File: config.mk
export PLATFORM = sky130hd
export DESIGN_NAME = l15_req_port_arbiter
export DESIGN_NICKNAME = d
export VERILOG_FILES = /design/src/rtl/sargantana_hpdc_pkg.sv /design/src/rtl/l15_arb_prio_sel.sv /design/src/rtl/l15_req_port_arbiter.sv
export SDC_FILE = /design/constraint.sdc
export NUM_CORES = 1
export LEC_CHECK = 0
export BUFFER_PORTS_ARGS = -buffer_cell sky130_fd_sc_hd__buf_2
export CAP_MARGIN = 10
export CELL_PAD_IN_SITES_DETAIL_PLACEMENT = 1
export CELL_PAD_IN_SITES_GLOBAL_PLACEMENT = 2
export CORE_UTILIZATION = 25
export DETAILED_ROUTE_END_ITERATION = 12
export GPL_ROUTABILITY_DRIVEN = 0
export HOLD_SLACK_MARGIN = 0.1
export PLACE_DENSITY_LB_ADDON = 0.05
export SLEW_MARGIN = 10
export SYNTH_ARGS = -nofsm -noshare
export SYNTH_HDL_FRONTEND = slang
export SYNTH_SLANG_ARGS = --single-unit
File: constraint.sdc
create_clock -name clk_i -period 1.9 [get_ports clk_i]
set_input_delay 0.19 -clock clk_i [delete_from_list [all_inputs] [get_ports clk_i]]
set_output_delay 0.19 -clock clk_i [all_outputs]
set_load 0.02 [all_outputs]
File: src/rtl/sargantana_hpdc_pkg.sv
// Shared definitions for the HPDC-L1.5 adapter request path.
//   l15_arb_state_t : request-channel arbiter FSM states
//   *_PORT          : fixed port indices of the requesters (0 = highest priority)
//   req_portid_t    : binary port identifier for the default six-port adapter
package sargantana_hpdc_pkg;

    typedef enum logic {
        IDLE  = 1'b0,
        ISSUE = 1'b1
    } l15_arb_state_t;

    localparam int NUM_REQ_PORTS     = 6;
    localparam int ICACHE_PORT       = 0;
    localparam int DCACHE_MISS_PORT  = 1;
    localparam int DCACHE_WBUF_PORT  = 2;
    localparam int DCACHE_UC_RD_PORT = 3;
    localparam int DCACHE_UC_WR_PORT = 4;
    localparam int DCACHE_AMO_PORT   = 5;

    typedef logic [$clog2(NUM_REQ_PORTS)-1:0] req_portid_t;

endpackage

File: src/rtl/l15_arb_prio_sel.sv
// Lowest-index priority picker: turns a request mask into the binary index of
// its lowest set bit.
//   req : request mask
//   any : at least one bit of req is set
//   idx : index of the lowest set bit (0 when req is empty)
module l15_arb_prio_sel #(
    parameter int N = 6
) (
    input  logic [N-1:0]         req,
    output logic                 any,
    output logic [$clog2(N)-1:0] idx
);

    localparam int W = $clog2(N);

    assign any = |req;

    // Scan from the top down so the lowest set bit is the last one written.
    always_comb begin
        idx = '0;
        for (int i = N - 1; i >= 0; i--) begin
            if (req[i]) idx = W'(i);
        end
    end

endmodule

File: src/rtl/l15_req_port_arbiter.sv
// Fixed-priority arbiter sharing the single L1.5 request channel between the
// adapter request ports (port 0 highest). The winner is frozen until the L1.5
// header ack, every grant is followed by one idle bubble, and issue is held
// off while MaxOutstanding transactions are waiting for a return.
// Optional feature macro: L15_ARB_STARVATION_GUARD_EN adds per-port wait
// counters; a port that has waited StarveTh cycles overrides fixed priority.
//   clk_i            : clock
//   reset_l          : asynchronous, active-low reset
//   req_valid_i      : per-port request pending, held until its req_ack_o
//   req_ack_o        : one-hot pulse, request accepted by L1.5
//   l15_val_o        : request valid toward L1.5
//   l15_portid_o     : port currently driving the L1.5 request mux
//   l15_header_ack_i : L1.5 accepted the current request
//   l15_rtrn_val_i   : L1.5 returned one response (frees one credit)
//   outstanding_o    : transactions in flight
//   err_o            : sticky, return received with nothing outstanding
module l15_req_port_arbiter
    import sargantana_hpdc_pkg::*;
#(
    parameter int NumPorts       = 6,
    parameter int MaxOutstanding = 4,
    parameter int StarveTh       = 16
) (
    input  logic                              clk_i,
    input  logic                              reset_l,
    input  logic [NumPorts-1:0]               req_valid_i,
    output logic [NumPorts-1:0]               req_ack_o,
    output logic                              l15_val_o,
    output logic [$clog2(NumPorts)-1:0]       l15_portid_o,
    input  logic                              l15_header_ack_i,
    input  logic                              l15_rtrn_val_i,
    output logic [$clog2(MaxOutstanding+1)-1:0] outstanding_o,
    output logic                              err_o
);

    localparam int PW = $clog2(NumPorts);
    localparam int CW = $clog2(MaxOutstanding + 1);

    l15_arb_state_t state;
    logic           req_any;
    logic [PW-1:0]  req_idx;
    logic [PW-1:0]  sel_idx;
    logic           sel_any;
    logic           can_issue;
    logic           hdr_acc;

    l15_arb_prio_sel #(.N(NumPorts)) u_req_sel (
        .req (req_valid_i),
        .any (req_any),
        .idx (req_idx)
    );

`ifdef L15_ARB_STARVATION_GUARD_EN
    localparam int SW = $clog2(StarveTh + 1);

    logic [SW-1:0]       wait_cnt [NumPorts];
    logic [NumPorts-1:0] starved;
    logic                starved_any;
    logic [PW-1:0]       starved_idx;

    always_ff @(posedge clk_i or negedge reset_l) begin
        if (!reset_l) begin
            for (int i = 0; i < NumPorts; i++) wait_cnt[i] <= '0;
        end else begin
            for (int i = 0; i < NumPorts; i++) begin
                if (!req_valid_i[i] || req_ack_o[i])
                    wait_cnt[i] <= '0;
                else if (wait_cnt[i] != SW'(StarveTh))
                    wait_cnt[i] <= wait_cnt[i] + 1'b1;
            end
        end
    end

    // Gate with req_valid_i so a port that just withdrew is never picked.
    always_comb begin
        for (int i = 0; i < NumPorts; i++)
            starved[i] = req_valid_i[i] && (wait_cnt[i] == SW'(StarveTh));
    end

    l15_arb_prio_sel #(.N(NumPorts)) u_starved_sel (
        .req (starved),
        .any (starved_any),
        .idx (starved_idx)
    );

    assign sel_idx = starved_any ? starved_idx : req_idx;
`else
    logic unused_starve_th;
    assign unused_starve_th = ^StarveTh;
    assign sel_idx          = req_idx;
`endif

    assign sel_any   = req_any;
    // Registered count: a return this cycle only unblocks issue next cycle.
    assign can_issue = outstanding_o < CW'(MaxOutstanding);
    assign hdr_acc   = (state == ISSUE) && l15_header_ack_i;

    always_comb begin
        req_ack_o = '0;
        if (hdr_acc) req_ack_o[l15_portid_o] = 1'b1;
    end

    always_ff @(posedge clk_i or negedge reset_l) begin
        if (!reset_l) begin
            state        <= IDLE;
            l15_val_o    <= 1'b0;
            l15_portid_o <= '0;
        end else begin
            case (state)
                IDLE: begin
                    if (sel_any && can_issue) begin
                        l15_portid_o <= sel_idx;
                        l15_val_o    <= 1'b1;
                        state        <= ISSUE;
                    end
                end
                ISSUE: begin
                    // Grant is frozen; ack returns to IDLE for the mandatory bubble.
                    if (l15_header_ack_i) begin
                        l15_val_o <= 1'b0;
                        state     <= IDLE;
                    end
                end
                default: begin
                    l15_val_o <= 1'b0;
                    state     <= IDLE;
                end
            endcase
        end
    end

    always_ff @(posedge clk_i or negedge reset_l) begin
        if (!reset_l) begin
            outstanding_o <= '0;
            err_o         <= 1'b0;
        end else begin
            if (hdr_acc && !l15_rtrn_val_i) begin
                outstanding_o <= outstanding_o + 1'b1;
            end else if (!hdr_acc && l15_rtrn_val_i) begin
                if (outstanding_o == '0) err_o <= 1'b1;
                else                     outstanding_o <= outstanding_o - 1'b1;
            end
        end
    end

endmodule

==> results of run 1 <==
==> cell usage in the layout, fill, tap and decap left out, types with 2 or more instances in the layout <==
cell type,count
or2_2,2
dfrtp_1,9
nor4b_1,2
nor2_1,3
nand2b_1,2
inv_1,5
ha_1,2
nand2_1,4
a21oi_1,2
nor3_1,6
clkbuf_4,3
buf_2,23
nor3b_1,2
==> state kept, by name, indices dropped and copies added, names as in the netlist <==
register       count
err_o              1
state              1
l15_val_o          1
outstanding_o      3
l15_portid_o       3
==> per-layer routing <==
layer	track usage	wire length [um]	vias up
met3	0.0556	77	2
li1	-	-	266
met2	0.187	551	17
met5	0	0	-
met1	0.168	677	238
met4	0.0714	19	0
==> cells by family after synthesis <==
| kind of cell | count (synthesis) |
|---|---|
| DFF | 9 |
| buffers and inverters | 6 |
| muxes | 1 |
| AOI/OAI and AO/OA | 12 |
| adders and majority gates | 3 |
| and+or+nand+nor | 28 |
==> worst paths after layout <==
check / to / cells after the start
setup / recovery: outstanding_o[1] / 6
hold / removal: state / 2
setup reg to reg: outstanding_o[1] / 6
hold reg to reg: err_o / 1
max in group asynchronous: outstanding_o[0] / 2
min in group asynchronous: outstanding_o[2] / 2
==> per-stage QoR <==
stage / instance area, um2 / instances / hold slack, ns / utilization
finish: 751 / 114 / 0.132 / 0.368
global route: 751 / 114 / 0.136 / 0.368
CTS: 751 / 114 / 0.124 / 0.368
floorplan: 563 / 59 / -0.106 / -
global placement: 714 / 109 / 0.0636 / 0.350
detailed placement: 714 / 109 / 0.0618 / 0.350
==> final cells by class <==
cell class,instances,area [um2],area share
inverter,5,18.8,0.0250
tap,27,33.8,0.0450
clock buffer,4,26.3,0.0350
timing repair buffer,25,133,0.177
multi-input combinational,44,314,0.418
sequential,9,225,0.300
==> report_power, final <==
part	switching (mW)	internal, mW	total [mW]
logic	0.322	0.258	0.580
clock network	0.0686	0.0811	0.150
registers	0.143	0.281	0.424
==> results.toml, run 1 <==
[worst_setup_path]
crit_top_cell = "inv_1"
worstPathArrival_ns = 1.79
rrSetupSlack_ns = 0.26
cp_cell_sequence = "nand2_1, inv_1, ha_1, inv_1, fa_1, o22a_1"
crit_family = "adder cells"
slowest_delay_ns = 0.44
cp_max_fo = 7
start_kind = "flip-flop"
critPathKind = "reg2reg"
r2r_start = "state"
crit_start = "state"
crit_required_ns = 2.05
slowest_stage = "fa_1"
path_buf_inv = 2
endpoint_kind = "flip-flop"

[drt]
vias_per_cell = 4.59
ant_nets = 0
dr.pass1.iters = 2
finalWirelength_mm = 1.33
routedWlPerCell_um = 11.6
drt_iter0_drc = 1
drc = 0
vias = 523

[place]
dp_hpwl_mm = 1.03
place.port_buffers = 23
dp_slack_ns = 0.276

[clock_tree]
postCtsSetupRepairBufs = 0
clk_pin_slew_worst_paths_ns = 0.06
cts-root-buf = "clkbuf_4"
cts_made_buffers = 3
clk_latency_ns = 0.26
cts_hold_buffers = 1
cts_max_path_buffers = 2
clock-sinks = 9
ctsResizeCount = 0
cts_tree = "yes"
ctsHtreeMaxLevel = 1

[synthesis]
synthTopCellsByArea = "dfrtp_1, nor3_1, ha_1"
netlist_area_um2 = 563
synth_edf_count = 0
synth-compound-area-share = 0.160
ys_warn_count = 0
synth_cell_types = 31
synth_top_family_by_area = "simple AND/OR/NAND/NOR gates"
synth.most_common_cell = "dfrtp_1"
synth_ff_type = "dfrtp_1"
netlist.area_leader.share = 0.400
synthAdderAreaFrac = 0.0800
ys_seq_area_frac = 0.400
synth_mux_area_frac = 0.0267
synth_async_sr_flop_share = 1.00
synth-simple-area-share = 0.291
synth_commonest_cells = "dfrtp_1, nor3_1, inv_1"
synth_top_area_cell = "dfrtp_1"
syn_inst = 59
synth_xor_area_frac = 0
synth_fp_nets = 72
avgSynthCellArea_um2 = 9.54
synth_seq_cells = 9

[cells_and_area]
nNetsFinal = 101
drive_above_1_share = 0.391
area_growth_pct = 33.3
diodes = 0
fill_cells = 246

[worst_hold_path]
worstHoldStart = "l15_header_ack_i"
hold_path.class = "in2reg"

[floorplan]
die_area_um2 = 2450
die_h_um = 49.5
die_x_um = 49.5
start_util = 0.276
core_area_um2 = 2040
num_rows = 16
pin_count = 24

[timing]
skew_ns = 0.000765
maxSlewViolCount = 0
tns_ns = 0
min_period_over_period = 0.861
rsz0062_at_grt = "false"
finalSetupViolations = 0
hold_viol = 0
post-route-min-period_ns = 1.64
fin_ws_ns = 0.264
tightest_slew_ns = 0.324
timing.fmax_ghz = 0.611
relSlewSlack = 0.784

[pwr]
p_leak_nw = 0.369
power_density_nw_per_um2 = 1540
p_total_mw = 1.15
ir_worst_vdd_uv = 581

[global_route]
track_usage = 0.132
grt-ovfl-total = 0
grt_max_degree = 11
grt_pass1_wl_mm = 2.34
antenna_found_initial = 0
grt_pass1_vias = 501

[job]
maxCapViolCount = 0

[outcome]
run_status = "completed"
(Power assumes the default switching activity.)
==> run 2: changes to the inputs <==
- CORE_ASPECT_RATIO: not set -> 1.5
- CORE_UTILIZATION: 25 -> 26
- SYNTH_HIERARCHICAL: not set -> 1
==> run 2 against run 1 <==
  * First-iteration DRC count rose to 6.0 times the previous value
  * Largest cell class unchanged
  * Count of clock-buffer cells in the layout is the same
  * Synthesized cell count unchanged
  * Core utilization rose by 1.2 points
  * Non-clock buffer count is 3 higher
  * Highest routed layer unchanged
  * Critical path depth is 2 higher
  * Hold slack improved by 0.14 ns
  * Routed wire length increased by 19%
==> results.toml, run 2 <==
[timing]
maxSlewViolCount = 0
rsz0062_at_grt = "false"
hold_viol = 0
timing.fmax_ghz = 0.577
tightest_slew_ns = 0.340
finalSetupViolations = 0
skew_ns = 0.000256
min_period_over_period = 0.912
post-route-min-period_ns = 1.73
tns_ns = 0
fin_ws_ns = 0.168
relSlewSlack = 0.773

[clock_tree]
ctsResizeCount = 0
cts_max_path_buffers = 2
clock-sinks = 9
postCtsSetupRepairBufs = 0
cts_made_buffers = 3
clk_pin_slew_worst_paths_ns = 0.06
cts-root-buf = "clkbuf_4"
cts_hold_buffers = 1
ctsHtreeMaxLevel = 1
clk_latency_ns = 0.25
cts_tree = "yes"

[place]
dp_hpwl_mm = 1.31
place.port_buffers = 23
dp_slack_ns = 0.101

[synthesis]
netlist_area_um2 = 578
synth_ff_type = "dfrtp_1"
synth_fp_nets = 72
ys_seq_area_frac = 0.390
synth_commonest_cells = "dfrtp_1, nor2_1, inv_1, nor3_1, mux2_2"
syn_inst = 59
ys_warn_count = 6
synthTopCellsByArea = "dfrtp_1, mux2_2, nor3_1"
synth_top_area_cell = "dfrtp_1"
synth_async_sr_flop_share = 1.00
netlist.area_leader.share = 0.390
synth_seq_cells = 9
synth.most_common_cell = "dfrtp_1"
synth_edf_count = 0
synth_cell_types = 27
avgSynthCellArea_um2 = 9.80

[global_route]
track_usage = 0.159
grt_max_degree = 11
grt_pass1_wl_mm = 2.51
grt_pass1_vias = 562
grt-ovfl-total = 0
antenna_found_initial = 0

[cells_and_area]
reg_top3 = "l15_portid_o x3, outstanding_o x3"
layout_common_cells = "buf_2, dfrtp_1, nor2_1"
diodes = 0
mostFrequentLayoutCell = "buf_2"
fill_cells = 274
area_growth_pct = 34.6
drive_above_1_share = 0.422
nNetsFinal = 104

[job]
maxCapViolCount = 0

[worst_setup_path]
crit_top_cell = "inv_1"
start_kind = "flip-flop"
crit_cells = 8
worstPathArrival_ns = 1.86
cp_max_fo = 2
cp_cell_sequence = "nand2_2, inv_1, ha_1, inv_1, fa_1, and4bb_2, a31oi_1, o211ai_2"
reg2reg_to = "outstanding_o[2]"
slowest_delay_ns = 0.38
reg2reg_depth = 8
crit_end = "outstanding_o[2]"
endpoint_kind = "flip-flop"
r2r_start = "state"
crit_family = "adder cells"
slowest_stage = "fa_1"
rrSetupSlack_ns = 0.17
critPathKind = "reg2reg"
crit_start = "state"
crit_required_ns = 2.03
path_buf_inv = 2

[drt]
vias = 552
dr.pass1.iters = 3
vias_per_cell = 4.93
routedWlPerCell_um = 14.1
drt_iter0_drc = 6
drc = 0
finalWirelength_mm = 1.58
ant_nets = 0

[floorplan]
pin_count = 24
core_area_um2 = 2050
num_rows = 20
start_util = 0.282
die_area_um2 = 2420
die_x_um = 40.5
die_h_um = 59.8

[pwr]
power_density_nw_per_um2 = 1530
ir_worst_vdd_uv = 437
p_leak_nw = 0.406

[worst_hold_path]
hold_path.class = "in2reg"
min_path_cells = 3

[outcome]
run_status = "completed"
## run 2: cell count changes in the layout (fill, tap and decap cells not counted), moves of 2 or more
cell and delta:
or3_1 +2, or2_2 -2, nor2_1 +5, mux2_2 +3, buf_4 +3, nor3b_1 -2
nand2_1 -3
## run 2: per-stage QoR
step | hold WS [ns] | utilization | power (mW) | std cells | instance area, um2
floorplan | -0.106 | - | 0.836 | 59 | 581
global placement | 0.0584 | 0.362 | 1.05 | 107 | 742
detailed placement | 0.0610 | 0.362 | 1.06 | 107 | 742
CTS | 0.263 | 0.379 | 1.22 | 112 | 778
global route | 0.273 | 0.379 | 1.31 | 112 | 778
finish | 0.270 | 0.379 | 1.19 | 112 | 778
## run 2: kinds of logic after synthesis
| logic type | share of synthesized area |
|---|---|
| compound gates | 0.143 |
| fa+ha+maj | 0.0779 |
| buf+inv | 0.0584 |
| flops | 0.390 |
| mux | 0.0584 |
| simple gates | 0.273 |
## run 2: area by class of cell
cell class                      count  area (um2)  area share
Multi-Input combinational cell     43         322       0.413
Sequential cell                     9         225       0.289
Timing Repair Buffer               28         155       0.199
Tap cell                           22        27.5      0.0354
Clock buffer                        4        26.3      0.0338
Inverter                            6        22.5      0.0289
## run 2: worst min path at each step
stage / from / end / slack (ns)
after floorplan: reset_l / err_o / -0.11
after global placement: reset_l / outstanding_o[2] / 0.06
after detailed placement: reset_l / outstanding_o[2] / 0.06
after CTS: l15_header_ack_i / l15_val_o / 0.26
after global routing: l15_header_ack_i / l15_val_o / 0.27
final: l15_header_ack_i / l15_val_o / 0.27
## run 2: tightest hold or removal path: stages
cell       delay (ns)
buf_2            0.11
inv_1            0.06
o2bb2ai_1        0.12
## run 2: where the power goes
| part | internal (mW) | switching [mW] | total (mW) |
|---|---|---|---|
| registers | 0.281 | 0.130 | 0.411 |
| clock network | 0.0807 | 0.0636 | 0.144 |
| logic | 0.296 | 0.340 | 0.636 |
| total | 0.658 | 0.533 | 1.19 |
## run 2: metal layers
layer / up-vias / wire, um / share of wire / track usage
li1: 276 / - / - / -
met1: 258 / 645 / 0.41 / 0.173
met2: 16 / 866 / 0.55 / 0.263
met3: 2 / 46 / 0.029 / 0.0335
met4: 0 / 17 / 0.011 / 0.100
met5: - / 0 / 0 / 0
